$ cat src/rtl/game_flow_ctrl.sv
// -----------------------------------------------------------------------------
// game_flow_ctrl
//   Frame-based game sequencer: TITLE -> READY -> PLAY -> DYING -> READY / OVER.
//   Owns all game-phase timing. Every duration is counted in vsync_pulse ticks.
//   Outputs are registered and decoded from the current state, so an input
//   event changes state one clock later and the outputs follow one clock after
//   that. The new_level / respawn pulses are registered off the READY->PLAY
//   edge itself and are high for the single cycle that follows it.
//
// Ports
//   clk_25       in   1        system clock
//   resetN       in   1        asynchronous active-low reset
//   vsync_pulse  in   1        one-cycle pulse per frame
//   die          in   1        collision (level), honoured only in PLAY
//   lives        in   LIVES_W  remaining lives, already decremented upstream
//   level_clear  in   1        all asteroids destroyed (level), only in PLAY
//   title_en     out  1        draw the title banner
//   title_scale  out  8        title zoom factor
//   game_begin   out  1        high only in PLAY
//   ship_en      out  1        ship drawn and collidable
//   new_level    out  1        one-cycle pulse: spawn a fresh asteroid wave
//   respawn      out  1        one-cycle pulse: recentre the ship
//   game_over    out  1        sticky game-over flag
//   level        out  LEVEL_W  current level, starts at 1, saturates
// -----------------------------------------------------------------------------
module game_flow_ctrl #(
  parameter int TITLE_FRAMES = 256,
  parameter int READY_FRAMES = 128,
  parameter int DYING_FRAMES = 120,
  parameter int LIVES_W      = 4,
  parameter int LEVEL_W      = 4
) (
  input  logic               clk_25,
  input  logic               resetN,
  input  logic               vsync_pulse,
  input  logic               die,
  input  logic [LIVES_W-1:0] lives,
  input  logic               level_clear,
  output logic               title_en,
  output logic [7:0]         title_scale,
  output logic               game_begin,
  output logic               ship_en,
  output logic               new_level,
  output logic               respawn,
  output logic               game_over,
  output logic [LEVEL_W-1:0] level
);

  localparam int MAX_FRAMES =
    (TITLE_FRAMES > READY_FRAMES)
      ? ((TITLE_FRAMES > DYING_FRAMES) ? TITLE_FRAMES : DYING_FRAMES)
      : ((READY_FRAMES > DYING_FRAMES) ? READY_FRAMES : DYING_FRAMES);
  localparam int CNT_W = $clog2(MAX_FRAMES);

  localparam logic [CNT_W-1:0] TITLE_LAST = CNT_W'(TITLE_FRAMES - 1);
  localparam logic [CNT_W-1:0] READY_LAST = CNT_W'(READY_FRAMES - 1);
  localparam logic [CNT_W-1:0] DYING_LAST = CNT_W'(DYING_FRAMES - 1);

  typedef enum logic [2:0] {
    S_TITLE,
    S_READY,
    S_PLAY,
    S_DYING,
    S_OVER
  } state_t;

  state_t             state_q, state_d;
  logic [CNT_W-1:0]   cnt_q, cnt_d;
  logic [LEVEL_W-1:0] level_d;
  logic               pend_q, pend_d;
  logic               new_level_d, respawn_d;
  logic [31:0]        cnt_wide;
  logic [7:0]         scale_sat;

  // Title zoom follows the frame counter but never wraps past 8'hFF.
  assign cnt_wide  = {{(32-CNT_W){1'b0}}, cnt_q};
  assign scale_sat = (|cnt_wide[31:8]) ? 8'hFF : cnt_wide[7:0];

  // NOTE: every signal driven here gets a default first, so no path through
  // the case statement can leave one unassigned and infer a latch.
  always_comb begin
    state_d     = state_q;
    level_d     = level;
    pend_d      = pend_q;
    new_level_d = 1'b0;
    respawn_d   = 1'b0;

    unique case (state_q)
      S_TITLE: if (vsync_pulse && cnt_q == TITLE_LAST) state_d = S_READY;
      S_READY: begin
        if (vsync_pulse && cnt_q == READY_LAST) begin
          state_d     = S_PLAY;
          respawn_d   = 1'b1;
          new_level_d = pend_q;
          pend_d      = 1'b0;
        end
      end
      S_PLAY: begin
        // die has priority: a simultaneous level_clear is discarded.
        if (die) begin
          state_d = S_DYING;
        end else if (level_clear) begin
          state_d = S_READY;
          pend_d  = 1'b1;
          if (level != '1) level_d = level + LEVEL_W'(1);
        end
      end
      S_DYING: begin
        // lives is looked at only now, after the death pause has elapsed.
        if (vsync_pulse && cnt_q == DYING_LAST) begin
          if (lives == '0) begin
            state_d = S_OVER;
          end else begin
            state_d = S_READY;
            pend_d  = 1'b0;
          end
        end
      end
      S_OVER:  state_d = S_OVER;
      default: state_d = S_TITLE;
    endcase

    // Counter restarts on every state entry, otherwise counts frames.
    if (state_d != state_q)  cnt_d = '0;
    else if (vsync_pulse)    cnt_d = cnt_q + CNT_W'(1);
    else                     cnt_d = cnt_q;
  end

  // NOTE: clocked state uses non-blocking assignments so every register
  // samples the pre-edge values, independent of statement order.
  always_ff @(posedge clk_25 or negedge resetN) begin
    if (!resetN) begin
      state_q     <= S_TITLE;
      cnt_q       <= '0;
      level       <= LEVEL_W'(1);
      pend_q      <= 1'b1;
      new_level   <= 1'b0;
      respawn     <= 1'b0;
      title_en    <= 1'b1;
      title_scale <= 8'h00;
      game_begin  <= 1'b0;
      ship_en     <= 1'b0;
      game_over   <= 1'b0;
    end else begin
      state_q     <= state_d;
      cnt_q       <= cnt_d;
      level       <= level_d;
      pend_q      <= pend_d;
      new_level   <= new_level_d;
      respawn     <= respawn_d;
      title_en    <= (state_q == S_TITLE);
      title_scale <= (state_q == S_TITLE) ? scale_sat : 8'h00;
      game_begin  <= (state_q == S_PLAY);
      ship_en     <= (state_q == S_READY) || (state_q == S_PLAY);
      game_over   <= (state_q == S_OVER);
    end
  end

endmodule

$ cat config.mk
export PLATFORM = sky130hd
export DESIGN_NAME = game_flow_ctrl
export DESIGN_NICKNAME = d
export VERILOG_FILES = /design/src/rtl/game_flow_ctrl.sv
export SDC_FILE = /design/constraint.sdc
export NUM_CORES = 1
export LEC_CHECK = 0
export ABC_AREA = 1
export CORE_MARGIN = 2
export CORE_UTILIZATION = 50
export CTS_CLUSTER_DIAMETER = 60
export CTS_CLUSTER_SIZE = 12
export DETAILED_ROUTE_END_ITERATION = 16
export GPL_ROUTABILITY_DRIVEN = 0
export PLACE_DENSITY = 0.78
export SYNTH_ARGS = -nofsm -noshare
export SYNTH_HDL_FRONTEND = slang
export SYNTH_SLANG_ARGS = --single-unit
$ cat constraint.sdc
create_clock -name clk_25 -period 1.75 [get_ports clk_25]
set_clock_uncertainty 0.05 [all_clocks]
set_input_delay 0.2625 -clock clk_25 [delete_from_list [all_inputs] [get_ports clk_25]]
set_output_delay 0.2625 -clock clk_25 [all_outputs]
set_load 0.05 [all_outputs]
==> implementation parameters <==
Parameter                              Value

Worst setup path
  WS Path Type ... reg2reg
  Largest fanout on the critical path ... 8
  Cell type with the highest occurrence count on the critical path ... nand2_1
  End of the worst register-to-register path ... cnt_q[1]
  FF-to-FF path depth ... 10
  Worst path depth ... 10
  Critical path capture point ... cnt_q[1]
  Slowest Stage Delay on Critical Path ... 0.40 ns
  Dominant delay contributor by cell family on the critical path ... simple AND/OR/NAND/NOR gates
  Reg2reg start ... cnt_q[0]
  Data arrival at the endpoint of the critical path ... around 1.8 ns
  Crit path launch ... cnt_q[0]
  Required time of the critical path ... approximately 1.9 ns
  CP Cell Sequence ... ha_2, nand3_1, nor2_2, nand2_1, nand2_1, nand2_1, o21ai_2, inv_2, nand2_4, nor2_2
  Count of buffering cells on the critical path with inverters included ... 1
  Critical path endpoint category ... flip-flop
  Nature of the critical path startpoint ... flip-flop
  Cell with the largest stage delay on the worst path ... dfrtp_1
  Register-to-Register Setup Slack ... a little over 0.1 ns

Clock tree
  Total clock sinks ... 30
  Root buffer selected by CTS ... clkbuf_4
  Clock insertion delay at the later pin of the skew report ... approximately 0.34 ns
  Number of hold-repair buffers added at the cts stage ... 0
  TritonCTS clock tree ... done
  Clock transition at path regs ... 0.09 ns
  TritonCTS buffer count ... 5
  Worst-case clock buffer depth ... 2
  Depth of the CTS H-tree ... 2

Synth
  Number of distinct library cells after synthesis ... 23
  Part of the Yosys area used for sequential elements ... between 50% and 60%
  Synthesized-area fraction occupied by ao, oa, aoi and oai cells ... roughly 5.2%
  Share of synthesized cell area in full adder, half adder and majority cells ... between 1.5 and 2%
  Count of flip-flops with a built-in enable after synthesis ... 0
  #FFs+latches synth ... 30
  Dominant combinational cell family by area after synthesis ... simple AND/OR/NAND/NOR gates
  Fraction of the mapped netlist area in simple logic gates ... a little over a quarter
  Predominant post-synthesis flop cell ... dfrtp_1
  Count of synthesis-stage warnings from yosys ... 0
  Count of mapped cells out of synthesis ... around 160
  Fraction of registers with async set or reset after synthesis ... 100%
  Most frequent cell after synthesis ... dfrtp_1
  Synthesized area per cell ... 8.91 sq um
  Synth Cell Area ... ~0.0014 sq mm
  Post-synthesis net count ... 166
  Cell accounting for the most synthesized area ... dfrtp_1
  Fraction of synthesized area in multiplexers ... 0%
  Synth Area in XOR/XNOR ... about 3.8%
  Proportion of netlist area held by the largest area contributor ... 48.9%
  Cells taking the most area after synthesis ... dfrtp_1 49%, inv_1 6.5%, nand2_1 6.3%
  Top cells by instance count after synthesis ... 27 x dfrtp_1, 24 x inv_1, 23 x nand2_1

Routing
  Number of vias in the routed layout ... 1092
  Per-cell via count in the routed design ... 4.73
  First-pass DRT Iterations ... 5
  Post-route ant nets ... 0
  DRC viols ... 0
  Aggregate routed wire length ... approximately 2600 microns
  Mean routed wirelength per cell ... between 10 and 15 microns
  Starting DRT DRC Count ... 22

Finish
  Final-stage net count ... between 200 and 250
  # fillers ... 230
  Layout overhead on the synthesized area ... 29.8%
  Post-route cell area ... about 0.0018 sq mm
  Inserted Diodes ... 0
  Share of final-layout standard cells stronger than drive strength 1 ... between 30 and 40%
  Final core utilization ... about two thirds

Global route
  Maximum number of pins on one net before global-route repair ... 31
  Number of antenna violations at the first check in global routing ... 0
  Number of global-route vias before repair ... a little over 1000
  Overall routing resource usage ... 18.3%
  First-pass GRT wire length ... ~4300 microns
  Overflow left after global routing ... 0

Placement
  HPWL after DPL ... ~2000 microns
  Post-placement setup slack ... -0.0925 ns
  Placed cell area ... between 0.0015 and 0.002 sq mm
  IO buf count ... 26

STA
  Period minus WS final ... 1.65 ns
  Portion of the clock cycle consumed by the worst path in the final layout ... between 90 and 100%
  F_max ... approximately 610 MHz
  Max-slew headroom ... 75.9%
  Final-report max-slew violation count ... 0
  Final hold viol count ... 0
  Fin Setup TNS ... 0 ns
  Worst Max-Slew Pin Slew ... between 0.3 and 0.4 ns
  Count of final setup violators ... 0
  Least setup slack across all paths after layout ... just over 0.1 ns

Power and ir drop
  Static leakage ... 0.944 nW
  Maximum resistive drop on vdd ... between 0.0007 and 0.0008 V
  Total power density per cell area ... roughly 940 mW/mm^2
  Power, Total ... between 0.0015 and 0.002 W

Die
  Width of the die ... approximately 57 microns
  Cell Rows ... 19
  Initial core utilization ... 51.4%
  CORE AREA ... about 0.0027 sq mm
  I/O pin total ... 27
  Height of the die ... 56.6 microns
  Die Footprint ... roughly 0.0032 sq mm

Run
  Max cap viols ... 0

Run status
  Result of the run ... complete, no violations

Hold path
  Classification of the worst-slack hold path ... in2async
==> what timing repair did <==
| action | 4_1_cts | 5_1_grt |
|---|---|---|
| gates resized for setup | 0 | 1 |
| setup buffers | 0 | 2 |
| endpoints found under the hold margin | 0 | 0 |
| endpoints found under the setup margin | 0 | 8 |
==> cells in the final DEF (no fill, tap or decap) <==
cell,count
o31ai_1,1
a31o_2,1
nand2_2,6
o21ai_0,6
a21oi_1,1
ha_1,1
dfrtp_1,27
inv_1,24
inv_2,5
o21ai_1,1
buf_4,28
clkbuf_8,1
nand2_1,23
o21ai_2,1
nor2_4,2
clkbuf_1,1
nor2_1,22
xor2_1,4
o22ai_1,1
nand2_4,1
nand3_2,1
clkdlybuf4s50_1,8
nor2_2,11
clkinv_2,1
nor3_1,2
ha_2,1
xnor2_1,2
clkbuf_4,5
nand3_1,8
dfstp_2,3
buf_12,1
==> worst register-to-register path: stages (launching register included) <==
cell	delay, ns
dfrtp_1	0.40
ha_2	0.21
nand3_1	0.11
nor2_2	0.12
nand2_1	0.10
nand2_1	0.10
nand2_1	0.09
o21ai_2	0.14
inv_2	0.06
nand2_4	0.13
nor2_2	0.05
==> per-stage QoR <==
step / std cells / hold slack [ns]
3_5_place_dp: 221 / 0.387
2_1_floorplan: 155 / -0.0831
4_1_cts: 229 / 0.253
3_3_place_gp: 221 / 0.369
5_1_grt: 231 / 0.276
6_report: 231 / 0.239
==> kinds of logic after synthesis <==
group | Yosys count
compound gates | 12
simple gates | 76
buf+inv | 29
xor+xnor | 6
fa+ha+maj | 2
flops | 30
==> cell type report <==
type,instances,area (sq um),area share (%)
clock inverter,1,5.00,0.279
tap,31,38.8,2.16
sequential,30,754,42.1
clock buffer,7,55.1,3.07
inverter,29,109,6.07
multi-input combinational,96,520,29.0
timing repair buffer,37,310,17.3
==> flip-flops by register name, summed over array words and instances, names as in the netlist <==
| name | count |
|---|---|
| new_level | 1 |
| title_en | 1 |
| level | 4 |
| game_begin | 1 |
| ship_en | 1 |
| cnt_q | 8 |
| title_scale | 8 |
| game_over | 1 |
| state_q | 3 |
| respawn | 1 |
| pend_q | 1 |
==> worst min path at each step <==
stage               cells past startpoint   endpoint       start  slack [ns]
finish                                  2    ship_en      resetN        0.24
detailed placement                      1   title_en  state_q[2]        0.39
global placement                        1   title_en  state_q[2]        0.37
global route                            2  new_level      resetN        0.28
floorplan                               0   cnt_q[0]      resetN       -0.08
CTS                                     2    ship_en      resetN        0.25
==> per-layer routing <==
layer  vias to the layer above  GRT usage, %  wire length [microns]
met4                         0          8.84                     36
met3                         4          7.83                    168
met2                        33          26.9                   1250
met5                         -             0                      0
met1                       500          23.0                   1180
li1                        555             -                      -
==> where the power goes <==
part / switching (W) / leakage (nW) / internal (W) / total, W
clock network: 0.000225 / 0.0353 / 0.000194 / 0.000419
logic: 0.000248 / 0.524 / 0.000186 / 0.000434
registers: 0.0000629 / 0.385 / 0.000771 / 0.000834
total: 0.000536 / 0.944 / 0.00115 / 0.00169
No activity file was read; power rests on OpenSTA's default activity.
